<file path="config.mk">
export PLATFORM = sky130hd
export DESIGN_NAME = video_timing_gen
export DESIGN_NICKNAME = d
export VERILOG_FILES = /design/src/rtl/video_timing_pkg.sv /design/src/rtl/video_timing_gen_axis.sv /design/src/rtl/video_timing_gen.sv
export SDC_FILE = /design/constraint.sdc
export NUM_CORES = 1
export LEC_CHECK = 0
export CORE_MARGIN = 1
export CORE_UTILIZATION = 49
export DETAILED_ROUTE_END_ITERATION = 8
export PLACE_DENSITY = 0.77
export SYNTH_ARGS = -nofsm -noshare
export SYNTH_HDL_FRONTEND = slang
export SYNTH_SLANG_ARGS = --single-unit
</file>
<file path="constraint.sdc">
create_clock -name clkPixel -period 2.9 [get_ports clkPixel]
set_input_delay 0.58 -clock clkPixel [delete_from_list [all_inputs] [get_ports clkPixel]]
set_output_delay 0.58 -clock clkPixel [all_outputs]
set_load 0.03 [all_outputs]
</file>
<file path="src/rtl/video_timing_pkg.sv">
// video_timing_pkg
// Shared timing types, mode presets and the axis total helper used by the
// raster generator. No ports: import with video_timing_pkg::*.
package video_timing_pkg;

  // One axis of a mode: visible span followed by front porch, sync, back porch.
  typedef struct packed {
    int active;
    int fp;
    int sync;
    int bp;
  } axis_timing_t;

  typedef struct packed {
    axis_timing_t h;
    axis_timing_t v;
    int           pixel_rep;
    int           line_rep;
  } video_mode_t;

  // Standard 640x480@60, no replication.
  localparam video_mode_t VGA640X480 = '{
    h: '{640, 16, 96, 48},
    v: '{480, 10, 2, 33},
    pixel_rep: 1,
    line_rep: 1
  };

  // Wide panel timing carrying 240 native lines.
  localparam video_mode_t WIDE1706X240 = '{
    h: '{1706, 24, 80, 150},
    v: '{240, 3, 5, 14},
    pixel_rep: 1,
    line_rep: 1
  };

  // 320x240 content doubled onto the 640x480 raster.
  localparam video_mode_t QVGA320X240_REP = '{
    h: '{640, 16, 96, 48},
    v: '{480, 10, 2, 33},
    pixel_rep: 2,
    line_rep: 2
  };

  function automatic int axis_total(input int active, input int fp,
                                    input int sync, input int bp);
    return active + fp + sync + bp;
  endfunction

endpackage

</file>
<file path="src/rtl/video_timing_gen_axis.sv">
// video_axis_counter
// One raster axis: position counter, sync level, active flag and replicated
// logical coordinate. All level outputs are registered from the next count so
// they line up with the count presented in the same cycle.
// Ports:
//   clk, nreset      clock, asynchronous active-low reset
//   tick, enable     advance by one when both are 1; enable=0 freezes state
//   count            current position 0..TOTAL-1
//   count_next       position that will be loaded on the next edge
//   sync             sync level (POL while in the sync region)
//   active           count < ACTIVE
//   coordinate       count/REP inside the active region, 0 outside
//   wrap             count is at TOTAL-1 (combinational)
module video_axis_counter
  import video_timing_pkg::*;
#(
  parameter int ACTIVE = 640,
  parameter int FP     = 16,
  parameter int SYNC   = 96,
  parameter int BP     = 48,
  parameter int REP    = 1,
  parameter bit POL    = 1'b0,
  parameter int CW     = 12
) (
  input  logic          clk,
  input  logic          nreset,
  input  logic          tick,
  input  logic          enable,
  output logic [CW-1:0] count,
  output logic [CW-1:0] count_next,
  output logic          sync,
  output logic          active,
  output logic [CW-1:0] coordinate,
  output logic          wrap
);

  localparam int TOTAL = axis_total(ACTIVE, FP, SYNC, BP);
  localparam logic [CW-1:0] LAST       = CW'(TOTAL - 1);
  localparam logic [CW-1:0] ACT_END    = CW'(ACTIVE);
  localparam logic [CW-1:0] SYNC_START = CW'(ACTIVE + FP);
  localparam logic [CW-1:0] SYNC_END   = CW'(ACTIVE + FP + SYNC);
  localparam int RW = 2;
  localparam logic [RW-1:0] REP_LAST = RW'(REP - 1);

  logic [CW-1:0] count_reg;
  logic [CW-1:0] coord_reg;
  logic [CW-1:0] coord_next;
  logic [RW-1:0] rep_reg;
  logic [RW-1:0] rep_next;
  logic          sync_reg;
  logic          active_reg;
  logic          step;

  assign wrap = (count_reg == LAST);
  assign step = enable && tick;

  // Replication: rep_reg walks 0..REP-1 and the coordinate steps when it
  // rolls over. Leaving the active region or wrapping clears both, so the
  // coordinate reads 0 in blanking without any divider.
  always_comb begin
    count_next = count_reg;
    coord_next = coord_reg;
    rep_next   = rep_reg;
    if (step) begin
      if (wrap) begin
        count_next = '0;
        coord_next = '0;
        rep_next   = '0;
      end else begin
        count_next = count_reg + CW'(1);
        if (count_next < ACT_END) begin
          if (rep_reg == REP_LAST) begin
            rep_next   = '0;
            coord_next = coord_reg + CW'(1);
          end else begin
            rep_next = rep_reg + RW'(1);
          end
        end else begin
          rep_next   = '0;
          coord_next = '0;
        end
      end
    end
  end

  // Levels refresh on every enabled edge, not just on tick, so the vertical
  // axis leaves its reset idle state on the very first enabled pixel clock.
  always_ff @(posedge clk or negedge nreset) begin
    if (!nreset) begin
      count_reg  <= '0;
      coord_reg  <= '0;
      rep_reg    <= '0;
      sync_reg   <= ~POL;
      active_reg <= 1'b0;
    end else if (enable) begin
      count_reg  <= count_next;
      coord_reg  <= coord_next;
      rep_reg    <= rep_next;
      sync_reg   <= ((count_next >= SYNC_START) && (count_next < SYNC_END)) ? POL : ~POL;
      active_reg <= (count_next < ACT_END);
    end
  end

  assign count      = count_reg;
  assign coordinate = coord_reg;
  assign sync       = sync_reg;
  assign active     = active_reg;

endmodule

</file>
<file path="src/rtl/video_timing_gen.sv">
// video_timing_gen
// Parametrised raster timing generator with pixel/line replication.
// Ports:
//   clkPixel, nreset       pixel clock, asynchronous active-low reset
//   enable                 advance raster when 1, hold (and mute pulses) when 0
//   h_count, v_count       raster position
//   hsync, vsync, de       sync levels and active-video flag
//   px_x, px_y             replicated logical coordinates, 0 outside active
//   line_start             pulse at h=0 of an active line
//   frame_start            pulse at h=0, v=0
//   frameDrawn             pulse at h=0, v=V_ACTIVE (CPU interrupt)
//   prefetch               pulse PREFETCH clocks before an active line starts
module video_timing_gen
  import video_timing_pkg::*;
#(
  parameter int H_ACTIVE  = 640,
  parameter int H_FP      = 16,
  parameter int H_SYNC    = 96,
  parameter int H_BP      = 48,
  parameter int V_ACTIVE  = 480,
  parameter int V_FP      = 10,
  parameter int V_SYNC    = 2,
  parameter int V_BP      = 33,
  parameter bit HS_POL    = 1'b0,
  parameter bit VS_POL    = 1'b0,
  parameter int PIXEL_REP = 2,
  parameter int LINE_REP  = 2,
  parameter int PREFETCH  = 32,
  parameter int CW        = 12
) (
  input  logic          clkPixel,
  input  logic          nreset,
  input  logic          enable,
  output logic [CW-1:0] h_count,
  output logic [CW-1:0] v_count,
  output logic          hsync,
  output logic          vsync,
  output logic          de,
  output logic [CW-1:0] px_x,
  output logic [CW-1:0] px_y,
  output logic          line_start,
  output logic          frame_start,
  output logic          frameDrawn,
  output logic          prefetch
);

  localparam int H_TOTAL = axis_total(H_ACTIVE, H_FP, H_SYNC, H_BP);
  localparam int V_TOTAL = axis_total(V_ACTIVE, V_FP, V_SYNC, V_BP);
  localparam logic [CW-1:0] PF_POS   = CW'(H_TOTAL - PREFETCH);
  localparam logic [CW-1:0] V_LAST   = CW'(V_TOTAL - 1);
  localparam logic [CW-1:0] V_ACT    = CW'(V_ACTIVE);
  localparam logic [CW-1:0] V_ACT_M1 = CW'(V_ACTIVE - 1);

  if (PIXEL_REP < 1 || PIXEL_REP > 4 || LINE_REP < 1 || LINE_REP > 4) begin : g_bad_rep
    $error("video_timing_gen: PIXEL_REP and LINE_REP must be 1..4");
  end
  if ((H_ACTIVE % PIXEL_REP) != 0 || (V_ACTIVE % LINE_REP) != 0) begin : g_bad_div
    $error("video_timing_gen: active size not a multiple of replication");
  end
  if (H_TOTAL >= (1 << CW) || V_TOTAL >= (1 << CW)) begin : g_bad_cw
    $error("video_timing_gen: totals do not fit in CW bits");
  end
  if (PREFETCH < 1 || PREFETCH > H_FP + H_SYNC + H_BP) begin : g_bad_pf
    $error("video_timing_gen: PREFETCH must lie within horizontal blanking");
  end

  logic [CW-1:0] h_next;
  logic [CW-1:0] v_next;
  logic          h_wrap;
  logic          v_wrap;
  logic          h_active;
  logic          v_active;

  video_axis_counter #(
    .ACTIVE(H_ACTIVE), .FP(H_FP), .SYNC(H_SYNC), .BP(H_BP),
    .REP(PIXEL_REP), .POL(HS_POL), .CW(CW)
  ) u_h_axis (
    .clk(clkPixel), .nreset(nreset), .tick(1'b1), .enable(enable),
    .count(h_count), .count_next(h_next), .sync(hsync), .active(h_active),
    .coordinate(px_x), .wrap(h_wrap)
  );

  video_axis_counter #(
    .ACTIVE(V_ACTIVE), .FP(V_FP), .SYNC(V_SYNC), .BP(V_BP),
    .REP(LINE_REP), .POL(VS_POL), .CW(CW)
  ) u_v_axis (
    .clk(clkPixel), .nreset(nreset), .tick(h_wrap), .enable(enable),
    .count(v_count), .count_next(v_next), .sync(vsync), .active(v_active),
    .coordinate(px_y), .wrap(v_wrap)
  );

  // Both factors are flop outputs updated on the same edge.
  assign de = h_active && v_active;

  // Pulses decode the position about to be loaded. h_next can only be 0 via
  // an enabled wrap, so h_wrap stands in for "h_next == 0".
  logic line_start_next;
  logic frame_start_next;
  logic frame_drawn_next;
  logic prefetch_next;

  always_comb begin
    line_start_next  = 1'b0;
    frame_start_next = 1'b0;
    frame_drawn_next = 1'b0;
    prefetch_next    = 1'b0;
    if (enable) begin
      line_start_next  = h_wrap && (v_next < V_ACT);
      frame_start_next = h_wrap && v_wrap;
      frame_drawn_next = h_wrap && (v_next == V_ACT);
      // Next line is active either inside the active span or when this is
      // the last blank line and v is about to wrap to 0.
      prefetch_next    = (h_next == PF_POS) && ((v_next == V_LAST) || (v_next < V_ACT_M1));
    end
  end

  logic line_start_reg;
  logic frame_start_reg;
  logic frame_drawn_reg;
  logic prefetch_reg;

  always_ff @(posedge clkPixel or negedge nreset) begin
    if (!nreset) begin
      line_start_reg  <= 1'b0;
      frame_start_reg <= 1'b0;
      frame_drawn_reg <= 1'b0;
      prefetch_reg    <= 1'b0;
    end else begin
      line_start_reg  <= line_start_next;
      frame_start_reg <= frame_start_next;
      frame_drawn_reg <= frame_drawn_next;
      prefetch_reg    <= prefetch_next;
    end
  end

  assign line_start  = line_start_reg;
  assign frame_start = frame_start_reg;
  assign frameDrawn  = frame_drawn_reg;
  assign prefetch    = prefetch_reg;

endmodule

</file>
==> Flow_metrics.wiki <==
{| class="wikitable"
! Metric !! Value
|-
| Slowest CP cell || sky130_fd_sc_hd__or4_4
|-
| Clk_skew || 0.00630 ns
|-
| Buffers added on ports || 57
|-
| TritonCTS clock tree || built
|-
| Class of the most critical setup path || flip-flop to flip-flop
|-
| Shortest clock period the worst path allows after layout || 2.82 ns
|-
| Final Hold Viols || 0
|-
| Tot GR Track Use || 27.1%
|-
| First-pass GRT wire length || 16300 um
|-
| Leading cell type in the layout, fill and taps excluded || sky130_fd_sc_hd__clkdlybuf4s50_1
|-
| CTS Buffer Depth || 2
|-
| Number of cells produced by synthesis || 412
|-
| Final weighted congestion in routability-driven placement || 0.879
|-
| DRT Pass-1 Iters || 4
|-
| Switching pwr || 0.783 mW
|-
| Portion of total power attributed to the clock network || 36.6%
|-
| Worst-skew pair later-pin latency || 0.35 ns
|-
| Sinks on the clock net || 60
|-
| Share of async-settable or async-resettable flops after synthesis || 100%
|-
| Number of diodes || 0
|-
| Level count of the clock H-tree || 3
|-
| Share of cells above drive strength 1 || 18.6%
|-
| Clock root cell || sky130_fd_sc_hd__clkbuf_8
|-
| Number of placement rows || 31
|-
| Setup repair after global routing missed its margin || yes
|-
| Area added between synthesis and finish || 34.0%
|-
| Average cell area after synthesis || 8.92 um2
|-
| Num CTS Buffers || 9
|-
| DRT Wirelength || 9920 um
|-
| Via count || 3550
|-
| DRC violation total after the first TritonRoute iteration || 163
|-
| Maximum frequency from static timing analysis || 354 MHz
|-
| Relative contribution of sequential cells to total power || 38.1%
|-
| Worst Hold Class || primary input to asynchronous set/reset pin
|-
| Slew Limit Fails || 0
|-
| Worst supply voltage drop on vdd || 0.435 mV
|-
| Dominant register cell in the synthesized netlist || sky130_fd_sc_hd__dfrtp_1
|-
| Worst setup EP type || flip-flop
|-
| Sum of overflow across all layers after global routing || 0
|-
| Gate power share || 25.3%
|-
| Die Y-Extent || 88.6 um
|-
| Setup Slack @ Placement || -0.492 ns
|-
| Leakage power || 2.15 nW
|-
| Number of routed nets with antenna violations || 0
|-
| Tightest slew margin relative to the limit || 51.6%
|-
| Detailed placement HPWL || 7010 um
|-
| Standard cell core area || 7250 um2
|-
| Post-cts hold buffer count || 0
|-
| DRC violation count after routing || 0
|-
| Startpoint Class || flip-flop
|-
| Nets || 513
|-
| Slew at the pin closest to its max-slew limit || 0.725 ns
|-
| Cell seen most often among critical-path stages || sky130_fd_sc_hd__or4_4
|-
| Effective utilization at floorplan || 50.7%
|-
| Total nets after synthesis || 420
|-
| Largest stage delay on the critical path || 0.44 ns
|-
| Setup tns final || 0 ns
|-
| Pin count of the biggest net entering global routing || 32
|-
| Synth Cell Area || 3670 um2
|-
| Fill cell total of the finished layout || 596
|-
| Most used cells in the layout excluding fill and tap cells || sky130_fd_sc_hd__clkdlybuf4s50_1 (55), sky130_fd_sc_hd__dfrtp_1 (54), sky130_fd_sc_hd__buf_4 (52)
|-
| Sequential area share after synthesis || 40.9%
|-
| X dimension of the die || 88.6 um
|-
| Vias per inst || 5.83
|-
| Final cycle utilization of the critical path || 97.3%
|-
| Post-CTS clock slew at the launch and capture registers of the worst setup and hold paths || 0.07 ns
|-
| Bufs and invs on worst path || 0
|-
| Worst path cell trace || nor4b_4 -> nand4_1 -> nor3_2 -> mux2_4 -> or4_4 -> or4_4 -> a2111oi_4
|-
| Floorplan die area || 7850 um2
|-
| Initial antenna violation count || 0
|-
| Cell family with most CP delay || simple AND/OR/NAND/NOR gates
|-
| Total number of yosys warnings || 0
|-
| Post-synth EDFFs || 0
|-
| Crit path max fanout || 4
|-
| Via count of the first global-routing pass || 3427
|-
| Power density normalized to cell area || 516 nW/um2
|-
| Number of setup violations in the final report || 0
|-
| Data required time of the worst path || 3.15 ns
|-
| Int Power || 1.76 mW
|-
| Maxcap violations || 0
|-
| Data arrival time at the worst-slack endpoint || 3.07 ns
|-
| Post-route setup slack || 0.0770 ns
|-
| Sw frac || 30.8%
|-
| Result of the run || finished clean
|-
| Number of primary I/O pins || 58
|-
| Number of storage elements in the synthesis netlist || 60
|-
| Post-detailed-route wirelength per cell || 16.3 um
|-
| Cell variety after synth || 63
|}
what timing repair did:
| action | 4_1_cts | 5_1_grt |
|---|---|---|
| buffers inserted | 1 | 0 |
| pin swaps | 6 | 4 |
| endpoints found under the setup margin | 1 | 1 |
| resized for setup | 5 | 1 |
synth_stat cells, drive strengths merged (6+ instances only):
| master | number | share of area [%] |
|---|---|---|
| inv | 12 | 1.2 |
| clkbuf | 10 | 1.0 |
| o21ai | 18 | 2.5 |
| nand2 | 36 | 3.7 |
| nor2 | 43 | 4.5 |
| xor2 | 17 | 4.1 |
| nand4 | 12 | 2.5 |
| nor4 | 7 | 1.2 |
| and4 | 8 | 2.0 |
| xnor2 | 16 | 3.8 |
| nor2b | 7 | 1.2 |
| a31oi | 6 | 1.0 |
| buf | 18 | 2.5 |
| dfrtp | 58 | 39 |
| and3 | 16 | 2.7 |
| nor3 | 17 | 2.3 |
| nand3 | 25 | 3.4 |
| a21oi | 13 | 1.8 |
| and2 | 6 | 1.0 |
metal layers:
metal	up-vias	GRT usage [%]	share of wire (%)
li1	1678	-	-
met1	1731	35.3	44
met2	119	44.8	49
met3	22	3.45	4.7
met4	0	12.8	2.4
met5	-	0	0
kinds of logic (layout without fill, tap and decap cells):
logic type | after synthesis | count (layout) | share of synthesized area (%)
multiplexers | 7 | 7 | 2.14
buffers and inverters | 40 | 138 | 4.77
AND/OR/NAND/NOR | 197 | 197 | 29.4
adder cells (fa/ha/maj) | 5 | 5 | 1.70
flip-flops | 60 | 60 | 40.9
AO/OA/AOI/OAI | 70 | 70 | 13.2
XOR/XNOR | 33 | 33 | 7.86
through the flow:
| step | instances | power, mW | hold slack (ns) | cell area, um2 | utilization, % |
|---|---|---|---|---|---|
| after floorplan | 412 | 1.34 | 0.284 | 3720 | - |
| after global placement | 592 | 1.60 | 0.466 | 4650 | 64.2 |
| after detailed placement | 592 | 1.62 | 0.470 | 4650 | 64.2 |
| after CTS | 609 | 2.55 | 0.310 | 4920 | 67.8 |
| after global routing | 609 | 2.64 | 0.344 | 4920 | 67.9 |
| final | 609 | 2.54 | 0.289 | 4920 | 67.9 |
power groups by stage:
| stage | logic [mW] | clock network (mW) | registers [mW] |
|---|---|---|---|
| 6_report | 0.643 | 0.930 | 0.967 |
| 5_1_grt | 0.693 | 0.970 | 0.976 |
| 4_1_cts | 0.647 | 0.937 | 0.966 |
| 3_5_place_dp | 0.643 | 0 | 0.979 |
| 3_3_place_gp | 0.628 | 0 | 0.976 |
| 2_1_floorplan | 0.225 | 0 | 1.12 |
final timing paths:
path                            depth (start not counted)  slack, ns                       to                from
worst max-delay path                                    7       0.08                 prefetch  u_h_axis.count[11]
worst min-delay path                                    1       0.29  u_v_axis.coordinate[11]              nreset
worst max register to register                          7       0.08                 prefetch  u_h_axis.count[11]
worst min register to register                          1       0.49          u_h_axis.active     u_h_axis.active
max in group asynchronous                               2       1.92            u_v_axis.sync              nreset
min in group clkPixel                                   1       0.49          u_h_axis.active     u_h_axis.active
final cells by class:
| type | count | area, um2 | area share [%] |
|---|---|---|---|
| inverter | 12 | 45.0 | 0.915 |
| clock inverter | 6 | 113 | 2.29 |
| sequential | 60 | 1510 | 30.6 |
| clock buffer | 10 | 128 | 2.59 |
| multi-input combinational | 312 | 2030 | 41.2 |
| tap | 99 | 124 | 2.52 |
| timing repair buffer | 110 | 975 | 19.8 |
worst register-to-register path: cells and delay by family (launching register included):
kind	cells	cell delay, ns
DFF	1	0.41
and+or+nand+nor	5	1.70
muxes	1	0.32
AOI/OAI and AO/OA	1	0.29
No activity file was read; power rests on OpenSTA's default activity.
